[src/rtl/ifu_pkg.sv]
// Shared types and constants for the instruction fetch unit.
package ifu_pkg;

  typedef enum logic [1:0] {
    IFU_IDLE  = 2'd0,
    IFU_REQ   = 2'd1,
    IFU_FAULT = 2'd2
  } ifu_state_t;

  localparam int unsigned IFU_INST_BYTES = 4;
  localparam int unsigned IFU_INST_BITS  = IFU_INST_BYTES * 8;
  localparam int unsigned IFU_ALIGN_W    = $clog2(IFU_INST_BYTES);

endpackage

[src/rtl/ifu_line.sv]
// Single prefetch line: tag/data/valid storage, tag compare and slot select.
module ifu_line
  import ifu_pkg::*;
#(
  parameter int unsigned WORD_LEN = 64,
  parameter int unsigned TAG_W    = 29,
  parameter int unsigned SLOT_W   = 1
) (
  input  logic                     clk_i,
  input  logic                     reset_i,
  input  logic                     fill_en_i,
  input  logic                     inval_en_i,
  input  logic [TAG_W-1:0]         fill_tag_i,
  input  logic [WORD_LEN-1:0]      fill_data_i,
  input  logic [TAG_W-1:0]         pc_tag_i,
  input  logic [SLOT_W-1:0]        pc_slot_i,
  output logic                     tag_match_c,
  output logic [IFU_INST_BITS-1:0] slot_data_c
);

  localparam int unsigned SLOTS = WORD_LEN / IFU_INST_BITS;

  logic                                  line_valid_q, line_valid_d;
  logic [TAG_W-1:0]                      line_tag_q, line_tag_d;
  logic [WORD_LEN-1:0]                   line_data_q, line_data_d;
  logic [SLOTS-1:0][IFU_INST_BITS-1:0]   slots_c;

  // Next line contents: fill overwrites, invalidate only clears valid.
  always_comb begin
    line_valid_d = line_valid_q;
    line_tag_d   = line_tag_q;
    line_data_d  = line_data_q;
    if (fill_en_i) begin
      line_valid_d = 1'b1;
      line_tag_d   = fill_tag_i;
      line_data_d  = fill_data_i;
    end else if (inval_en_i) begin
      line_valid_d = 1'b0;
    end
  end

  // Line storage with synchronous reset.
  always_ff @(posedge clk_i) begin
    if (reset_i) begin
      line_valid_q <= 1'b0;
      line_tag_q   <= '0;
      line_data_q  <= '0;
    end else begin
      line_valid_q <= line_valid_d;
      line_tag_q   <= line_tag_d;
      line_data_q  <= line_data_d;
    end
  end

  // Little-endian slot view of the line; slot k sits at bits [32k+31:32k].
  assign slots_c     = line_data_q;
  assign slot_data_c = slots_c[pc_slot_i];
  assign tag_match_c = line_valid_q && (line_tag_q == pc_tag_i);

endmodule

[src/rtl/ifu.sv]
// Instruction fetch unit: one-line prefetch buffer refilled over a req/ack port.
module ifu
  import ifu_pkg::*;
#(
  parameter int unsigned WORD_LEN = 64,
  parameter int unsigned TIMEOUT  = 255
) (
  input  logic                clk_i,
  input  logic                reset_i,
  input  logic [31:0]         pc_i,
  output logic                inst_valid_o,
  output logic [31:0]         inst_o,
  output logic                fault_o,
  output logic                mem_req_o,
  output logic [31:0]         mem_addr_o,
  input  logic                mem_ack_i,
  input  logic [WORD_LEN-1:0] mem_data_i,
  input  logic                mem_err_i
);

  localparam int unsigned LINE_BYTES = WORD_LEN / 8;
  localparam int unsigned OFS        = $clog2(LINE_BYTES);
  localparam int unsigned TAG_W      = 32 - OFS;
  localparam int unsigned SLOTS      = WORD_LEN / IFU_INST_BITS;
  localparam int unsigned SLOT_W     = (SLOTS > 1) ? $clog2(SLOTS) : 1;
  localparam int unsigned CNT_W      = $clog2(TIMEOUT + 1);

  ifu_state_t         state_q, state_d;
  logic               mem_req_q, mem_req_d;
  logic [31:0]        mem_addr_q, mem_addr_d;
  logic               fault_q, fault_d;
  logic [CNT_W-1:0]   cnt_q, cnt_d;

  logic [TAG_W-1:0]   pc_tag_c;
  logic [OFS-1:0]     pc_ofs_c;
  logic [SLOT_W-1:0]  pc_slot_c;
  logic               misaligned_c;
  logic               tag_match_c;
  logic [31:0]        slot_data_c;
  logic               hit_c;
  logic               fill_en_c;
  logic               inval_en_c;

  assign pc_tag_c     = pc_i[31:OFS];
  assign pc_ofs_c     = pc_i[OFS-1:0];
  assign pc_slot_c    = SLOT_W'(pc_ofs_c >> IFU_ALIGN_W);
  assign misaligned_c = (pc_i[IFU_ALIGN_W-1:0] != '0);

  ifu_line #(
    .WORD_LEN (WORD_LEN),
    .TAG_W    (TAG_W),
    .SLOT_W   (SLOT_W)
  ) u_line (
    .clk_i       (clk_i),
    .reset_i     (reset_i),
    .fill_en_i   (fill_en_c),
    .inval_en_i  (inval_en_c),
    .fill_tag_i  (mem_addr_q[31:OFS]),
    .fill_data_i (mem_data_i),
    .pc_tag_i    (pc_tag_c),
    .pc_slot_i   (pc_slot_c),
    .tag_match_c (tag_match_c),
    .slot_data_c (slot_data_c)
  );

  // Hit is live against the current PC so a PC change drops valid immediately.
  assign hit_c        = tag_match_c && !misaligned_c && !fault_q;
  assign inst_valid_o = hit_c;
  assign inst_o       = hit_c ? slot_data_c : '0;
  assign fault_o      = fault_q;
  assign mem_req_o    = mem_req_q;
  assign mem_addr_o   = mem_addr_q;

  // Fetch FSM next state: miss launches a request, ack fills, error/timeout faults.
  always_comb begin
    state_d    = state_q;
    mem_req_d  = mem_req_q;
    mem_addr_d = mem_addr_q;
    fault_d    = fault_q;
    cnt_d      = cnt_q;
    fill_en_c  = 1'b0;
    inval_en_c = 1'b0;
    unique case (state_q)
      IFU_IDLE: begin
        if (misaligned_c) begin
          fault_d = 1'b1;
          state_d = IFU_FAULT;
        end else if (!hit_c) begin
          mem_req_d  = 1'b1;
          mem_addr_d = {pc_tag_c, {OFS{1'b0}}};
          cnt_d      = '0;
          state_d    = IFU_REQ;
        end
      end
      IFU_REQ: begin
        // Ack is checked first so an ack on the final count still fills.
        if (mem_ack_i) begin
          mem_req_d = 1'b0;
          cnt_d     = '0;
          if (mem_err_i) begin
            inval_en_c = 1'b1;
            fault_d    = 1'b1;
            state_d    = IFU_FAULT;
          end else begin
            fill_en_c = 1'b1;
            state_d   = IFU_IDLE;
          end
        end else if (cnt_q == CNT_W'(TIMEOUT - 1)) begin
          mem_req_d = 1'b0;
          cnt_d     = '0;
          fault_d   = 1'b1;
          state_d   = IFU_FAULT;
        end else begin
          cnt_d = cnt_q + CNT_W'(1);
        end
      end
      IFU_FAULT: state_d = IFU_FAULT;
      default:   state_d = IFU_IDLE;
    endcase
  end

  // FSM and registered bus/fault outputs.
  always_ff @(posedge clk_i) begin
    if (reset_i) begin
      state_q    <= IFU_IDLE;
      mem_req_q  <= 1'b0;
      mem_addr_q <= '0;
      fault_q    <= 1'b0;
      cnt_q      <= '0;
    end else begin
      state_q    <= state_d;
      mem_req_q  <= mem_req_d;
      mem_addr_q <= mem_addr_d;
      fault_q    <= fault_d;
      cnt_q      <= cnt_d;
    end
  end

endmodule

[config.mk]
export PLATFORM = sky130hd
export DESIGN_NAME = ifu
export DESIGN_NICKNAME = d
export VERILOG_FILES = /design/src/rtl/ifu_pkg.sv /design/src/rtl/ifu_line.sv /design/src/rtl/ifu.sv
export SDC_FILE = /design/constraint.sdc
export NUM_CORES = 1
export LEC_CHECK = 0
export CORE_MARGIN = 2
export CORE_UTILIZATION = 35
export CTS_CLUSTER_DIAMETER = 50
export CTS_CLUSTER_SIZE = 40
export DETAILED_ROUTE_END_ITERATION = 6
export PLACE_DENSITY_LB_ADDON = 0.1
export SLEW_MARGIN = 25
export SYNTH_ARGS = -nofsm -noshare
export SYNTH_HDL_FRONTEND = slang
export SYNTH_SLANG_ARGS = --single-unit
export TNS_END_PERCENT = 5
[constraint.sdc]
create_clock -name clk_i -period 2.8 [get_ports clk_i]
set_input_delay 0.56 -clock clk_i [delete_from_list [all_inputs] [get_ports clk_i]]
set_output_delay 0.56 -clock clk_i [all_outputs]
set_load 0.005 [all_outputs]
==> metrics.txt, run 1 <==
Cell Chain, Critical Path=dlygate4sd2_1 > xnor2_1 > nand4_1 > nor4_4 > nand2_2 > buf_6 > buf_8 > nor2_2 > clkdlybuf4s15_2; Die H=132 um; worst reg2reg path depth=9; startpoint types=input pin; largest cells by area after synthesis=dfxtp_1 (47%), nand2_1 (13%), mux2i_1 (11%); first-pass GRT wire length=25600 um; Critical Path AT=2.25 ns; vias in the first global route=5081; DRC violations left=0; smallest setup slack after layout=-0.0140 ns; CP bufs+invs=4; Max transition margin=0.657; routed wire length=15700 um; max incr delay on CP=0.32 ns; PwrDens=531 mW/mm^2; CTS tree=done; Num CTS Buffers=17; Final Cycle Share=1.00; Vias=5126; clk_lat worst skew=0.41 ns; commonest non-fill, non-tap cells in the layout=nand2_1 (194), dfxtp_1 (131), clkdlybuf4s50_1 (97); largest net degree at the start of global routing=94; Die Footprint=0.0173 mm^2; ratio of cells with drive above 1 in the final layout=0.164; Fillers=1548; port buffer count=163; Seq/Total Area, Yosys=0.473; ys async rst share=0; biggest area consumer among synthesized cells=dfxtp_1; Final min period=2.81 ns; area of the multi-input gates=0.00299 mm^2; core area=0.0159 mm^2; Reg area=0.00271 mm^2; setup TNS=-0.0329 ns; Yosys warnings=0; register bit total from synthesis=135; Max-Cap Viols=0; initial core utilization=0.359; Longest Clk Path Bufs=2; Hold EP=mem_addr_o[6]; Least-Margin Pin Slew=0.513 ns; drt first pass iters=5; fraction of post-synthesis cell area in the top cell type by area=0.473; Clock Skew=0.00744 ns; fmax=0.355 GHz; HP Class=input pin to flop; overall global routing resource usage=0.183; Nets=956; mapped cell area=0.00571 mm^2; Post-Syn Instances=696; clock root buffer master=clkbuf_16; Reg clk slew, reported paths=0.06 ns; CP Depth=9; H-tree Lvls=4; RSZ-0062 raised after global routing=true; slack of the worst reg-to-reg path=0.61 ns; Critical Path RT=2.24 ns; final-report setup violation count=5; Top Ports=167; Layout area overhead=45.5%; die width=132 um; Via-to-Cell Ratio=4.74; Syn Area/Cell=8.20 um^2; Worst Path Max Fanout=14; worst hold slack=0.451 ns; status=finished with violations; WL/cell=14.6 um; final instance area=0.00830 mm^2; worst r2r dst=cnt_q[7]; crit path kind=input pin to primary output; Slew Viols, Final=0; failing checks=negative setup slack; # hold bufs at CTS=0; Reg-to-Reg Start=u_line.line_tag_q[27]; dominant synthesized flop cell=dfxtp_1; Final Wtd Congestion=0.820; Critical Path Sink Type=primary output; CP delay by family, top=buffers and inverters; initial DRC count=177; initial antenna violation count=1; GRT overflow=0; Netlist cell types=42; Hold Path Origin=pc_i[6]; Sink Count=135; Fin. Hold Viols=0; DP Area=0.00761 mm^2; Worst VDD drop=0.403 mV; Rows=46; Routed Antenna Nets=0; hold depth=3; Slowest-stage cell, CP=nor4_4; EDFF count, synth=0; commonest non-fill, non-tap cell in the layout=nand2_1; Leakage=3.00 nW; Post-DP HPWL=10600 um
==> what timing repair did <==
item	4_1_cts	5_1_grt
endpoints found under the setup margin	33	33
pin swaps	26	26
setup buffers	6	1
resized for setup	168	56
cloned	2	0
==> where the power goes <==
group | leakage (nW) | switching [mW] | internal [mW]
Clock | 0.269 | 0.757 | 1.30
Combinational | 1.64 | 0.158 | 0.220
Sequential | 1.09 | 0.0234 | 1.95
Total | 3.00 | 0.939 | 3.47
==> worst max path at each step <==
stage | startpoint | endpoint | slack (ns)
after global placement | pc_i[26] | inst_o[22] | -0.66
final | pc_i[8] | inst_o[1] | -0.01
after CTS | u_line.line_tag_q[26] | inst_o[22] | -0.25
after detailed placement | pc_i[26] | inst_o[22] | -0.69
after global routing | u_line.line_tag_q[3] | inst_o[5] | -0.07
after floorplan | pc_i[1] | inst_o[10] | 0.48
==> cells in the mapped netlist (3+ instances only) <==
master,n
nand2_1,195
dfxtp_1,135
a21oi_1,96
nor2_1,73
mux2i_1,61
xnor2_1,30
clkbuf_1,28
buf_2,8
buf_1,7
nand4_1,7
buf_4,6
nor3_1,5
mux2_2,4
inv_1,3
==> worst register-to-register path, stage by stage, from the launching register on <==
cell,delay (ns)
dfxtp_1,0.37
xnor2_2,0.14
nand4_1,0.17
nor4_4,0.35
buf_4,0.16
buf_4,0.09
buf_4,0.12
a211oi_1,0.10
o211ai_1,0.22
mux2_2,0.36
==> through the flow <==
step | cells | util | worst slack (ns) | total power [mW]
after floorplan | 698 | - | 0.484 | 2.17
after global placement | 1045 | 0.479 | -0.658 | 2.40
after detailed placement | 1045 | 0.479 | -0.687 | 2.41
after CTS | 1082 | 0.523 | -0.248 | 4.47
after global routing | 1080 | 0.523 | -0.0739 | 4.58
final | 1081 | 0.523 | -0.0140 | 4.41
==> metal layers <==
metal,vias to the layer above,track usage,wire [um]
met5,-,0,0
met1,2359,0.219,6820
met3,17,0.0640,980
li1,2609,-,-
met2,141,0.313,7730
met4,0,0.0513,208
==> logic make-up after synthesis <==
kind of cell	Yosys count	synth area share
AND/OR/NAND/NOR	300	0.217
XOR/XNOR	30	0.0460
flip-flops	135	0.473
multiplexers	65	0.115
AO/OA/AOI/OAI	111	0.104
adder cells (fa/ha/maj)	2	0.00438
buffers and inverters	52	0.0399
other	1	0.000657
==> registers in the layout, summed over array words and instances (netlist names) <==
name                 flops
cnt_q                    8
state_q                  2
u_line.line_tag_q       29
mem_req_o                1
u_line.line_valid_q      1
mem_addr_o              29
fault_o                  1
u_line.line_data_q      64
==> cell type report <==
type / instances / area share
clock inverter: 4 / 0.00542
clock buffer: 25 / 0.0597
inverter: 3 / 0.00136
multi-input combinational: 511 / 0.360
timing repair buffer: 186 / 0.214
tap: 216 / 0.0325
antenna: 1 / 0.000301
sequential: 135 / 0.326
Note: power is estimated with default switching activity, not from simulation.
==> run 2: changes to the inputs <==
Settings changed: CORE_UTILIZATION 35 to 40, CTS_CLUSTER_DIAMETER 50 to 40, PLACE_DENSITY_LB_ADDON 0.1 to 0.08.
==> metrics.txt, run 2 (same netlist as run 1, synthesis figures left out) <==
Leakage=3.03 nW; CTS tree=done; Max-Cap Viols=0; status=finished with violations; max reg flops=64; routed wire length=15300 um; Critical Path RT=2.24 ns; Finished Core Util=0.591; total power=4.75 mW; fmax=0.347 GHz; dpl ws=-0.708 ns; Max transition margin=0.593; Slew Viols, Final=0; overall global routing resource usage=0.196; Longest Clk Path Bufs=2; DP Area=0.00755 mm^2; Worst Path Max Fanout=17; Finished Layout Cells=1045; Die H=123 um; Die Footprint=0.0152 mm^2; commonest non-fill, non-tap cell in the layout=nand2_1; clock root buffer master=clkbuf_16; Num CTS Buffers=17; Via-to-Cell Ratio=4.89; H-tree Lvls=4; drt first pass iters=4; clk_lat worst skew=0.41 ns; Fillers=1287; port buffer count=163; PwrDens=577 mW/mm^2; Final min period=2.88 ns; smallest setup slack after layout=-0.0830 ns; Top reg by flops=u_line.line_data_q; worst hold slack=0.453 ns; Nets=952; final instance area=0.00824 mm^2; Final Wtd Congestion=0.819; Critical Path AT=2.32 ns; Final Cycle Share=1.03; Routed Antenna Nets=0; WL/cell=14.6 um; ratio of cells with drive above 1 in the final layout=0.131; core area=0.0139 mm^2; placed insts=1006; setup TNS=-0.660 ns; RSZ-0062 raised after global routing=true; Worst VDD drop=0.415 mV; Vias=5105; GRT overflow=0; first-pass GRT wire length=23300 um; Top Ports=167; Sink Count=135; die width=123 um; initial antenna violation count=2; DRC violations left=0; Clock Skew=0.00810 ns; Reg clk slew, reported paths=0.05 ns; failing checks=negative setup slack; Critical Path Sink Type=primary output; Rows=43; startpoint types=input pin; vias in the first global route=4860; Fin. Hold Viols=0; Post-DP HPWL=10100 um; initial DRC count=327; crit path kind=input pin to primary output; initial core utilization=0.410; commonest non-fill, non-tap cells in the layout=nand2_1 (194), dfxtp_1 (135), clkdlybuf4s50_1 (97); Least-Margin Pin Slew=0.610 ns; final-report setup violation count=11; largest net degree at the start of global routing=130; Layout area overhead=44.4%; HP Class=flop to flop
run 2: cell count changes in the layout (fill, tap and decap cells not counted), moves of 4 or more:
| cell | change |
|---|---|
| dfxtp_1 | +4 |
| clkbuf_1 | -4 |
| buf_2 | -15 |
| clkbuf_2 | +8 |
| dlygate4sd2_1 | +10 |
| nor2_1 | +16 |
| nor2_4 | -6 |
| dfxtp_2 | -4 |
| bufinv_16 | +4 |
| nor2_2 | -10 |
run 2: per-layer routing:
layer  wire (um)  vias to the layer above  global-route usage
met5           0                        -                   0
met4         165                        0              0.0653
met3        1010                       12              0.0544
met2        7420                      143               0.338
met1        6660                     2354               0.236
li1            -                     2596                   -
run 2: where the power goes:
group	total, mW	internal (mW)	switching [mW]	leakage [nW]
Combinational	0.375	0.218	0.157	1.62
Clock	2.40	1.60	0.805	0.319
Sequential	1.98	1.95	0.0236	1.09
Total	4.75	3.77	0.986	3.03
run 2: timing repair:
| item | 4_1_cts | 5_1_grt |
|---|---|---|
| pin swaps | 12 | 10 |
| setup endpoints to repair | 33 | 33 |
| gates resized for setup | 99 | 48 |
| buffers inserted | 0 | 4 |
| hold buffers | 0 | 0 |
| cloned | 0 | 1 |
run 2: layout make-up:
class,instances,area [um^2],area share
antenna,2,5.00,0.000607
clock buffer,18,439,0.0533
tap,180,225,0.0273
clock inverter,14,205,0.0249
inverter,3,11.3,0.00137
multi-input combinational,511,2900,0.352
sequential,135,2700,0.328
timing repair buffer,182,1760,0.213
run 2: worst paths after layout:
| check | start | slack, ns | endpoint | cells past startpoint |
|---|---|---|---|---|
| min | u_line.line_data_q[13] | 0.45 | u_line.line_data_q[13] | 2 |
| min reg2reg | u_line.line_data_q[13] | 0.45 | u_line.line_data_q[13] | 2 |
| max | pc_i[15] | -0.08 | inst_o[12] | 9 |
| max reg2reg | u_line.line_tag_q[18] | 0.76 | cnt_q[3] | 7 |
run 2: worst max-delay path: stages:
cell	delay, ns
dlygate4sd2_1	0.26
xnor2_1	0.17
nand4_1	0.20
nor4_4	0.36
nand2_2	0.13
buf_6	0.15
clkbuf_16	0.17
nor2_1	0.10
clkdlybuf4s15_2	0.21
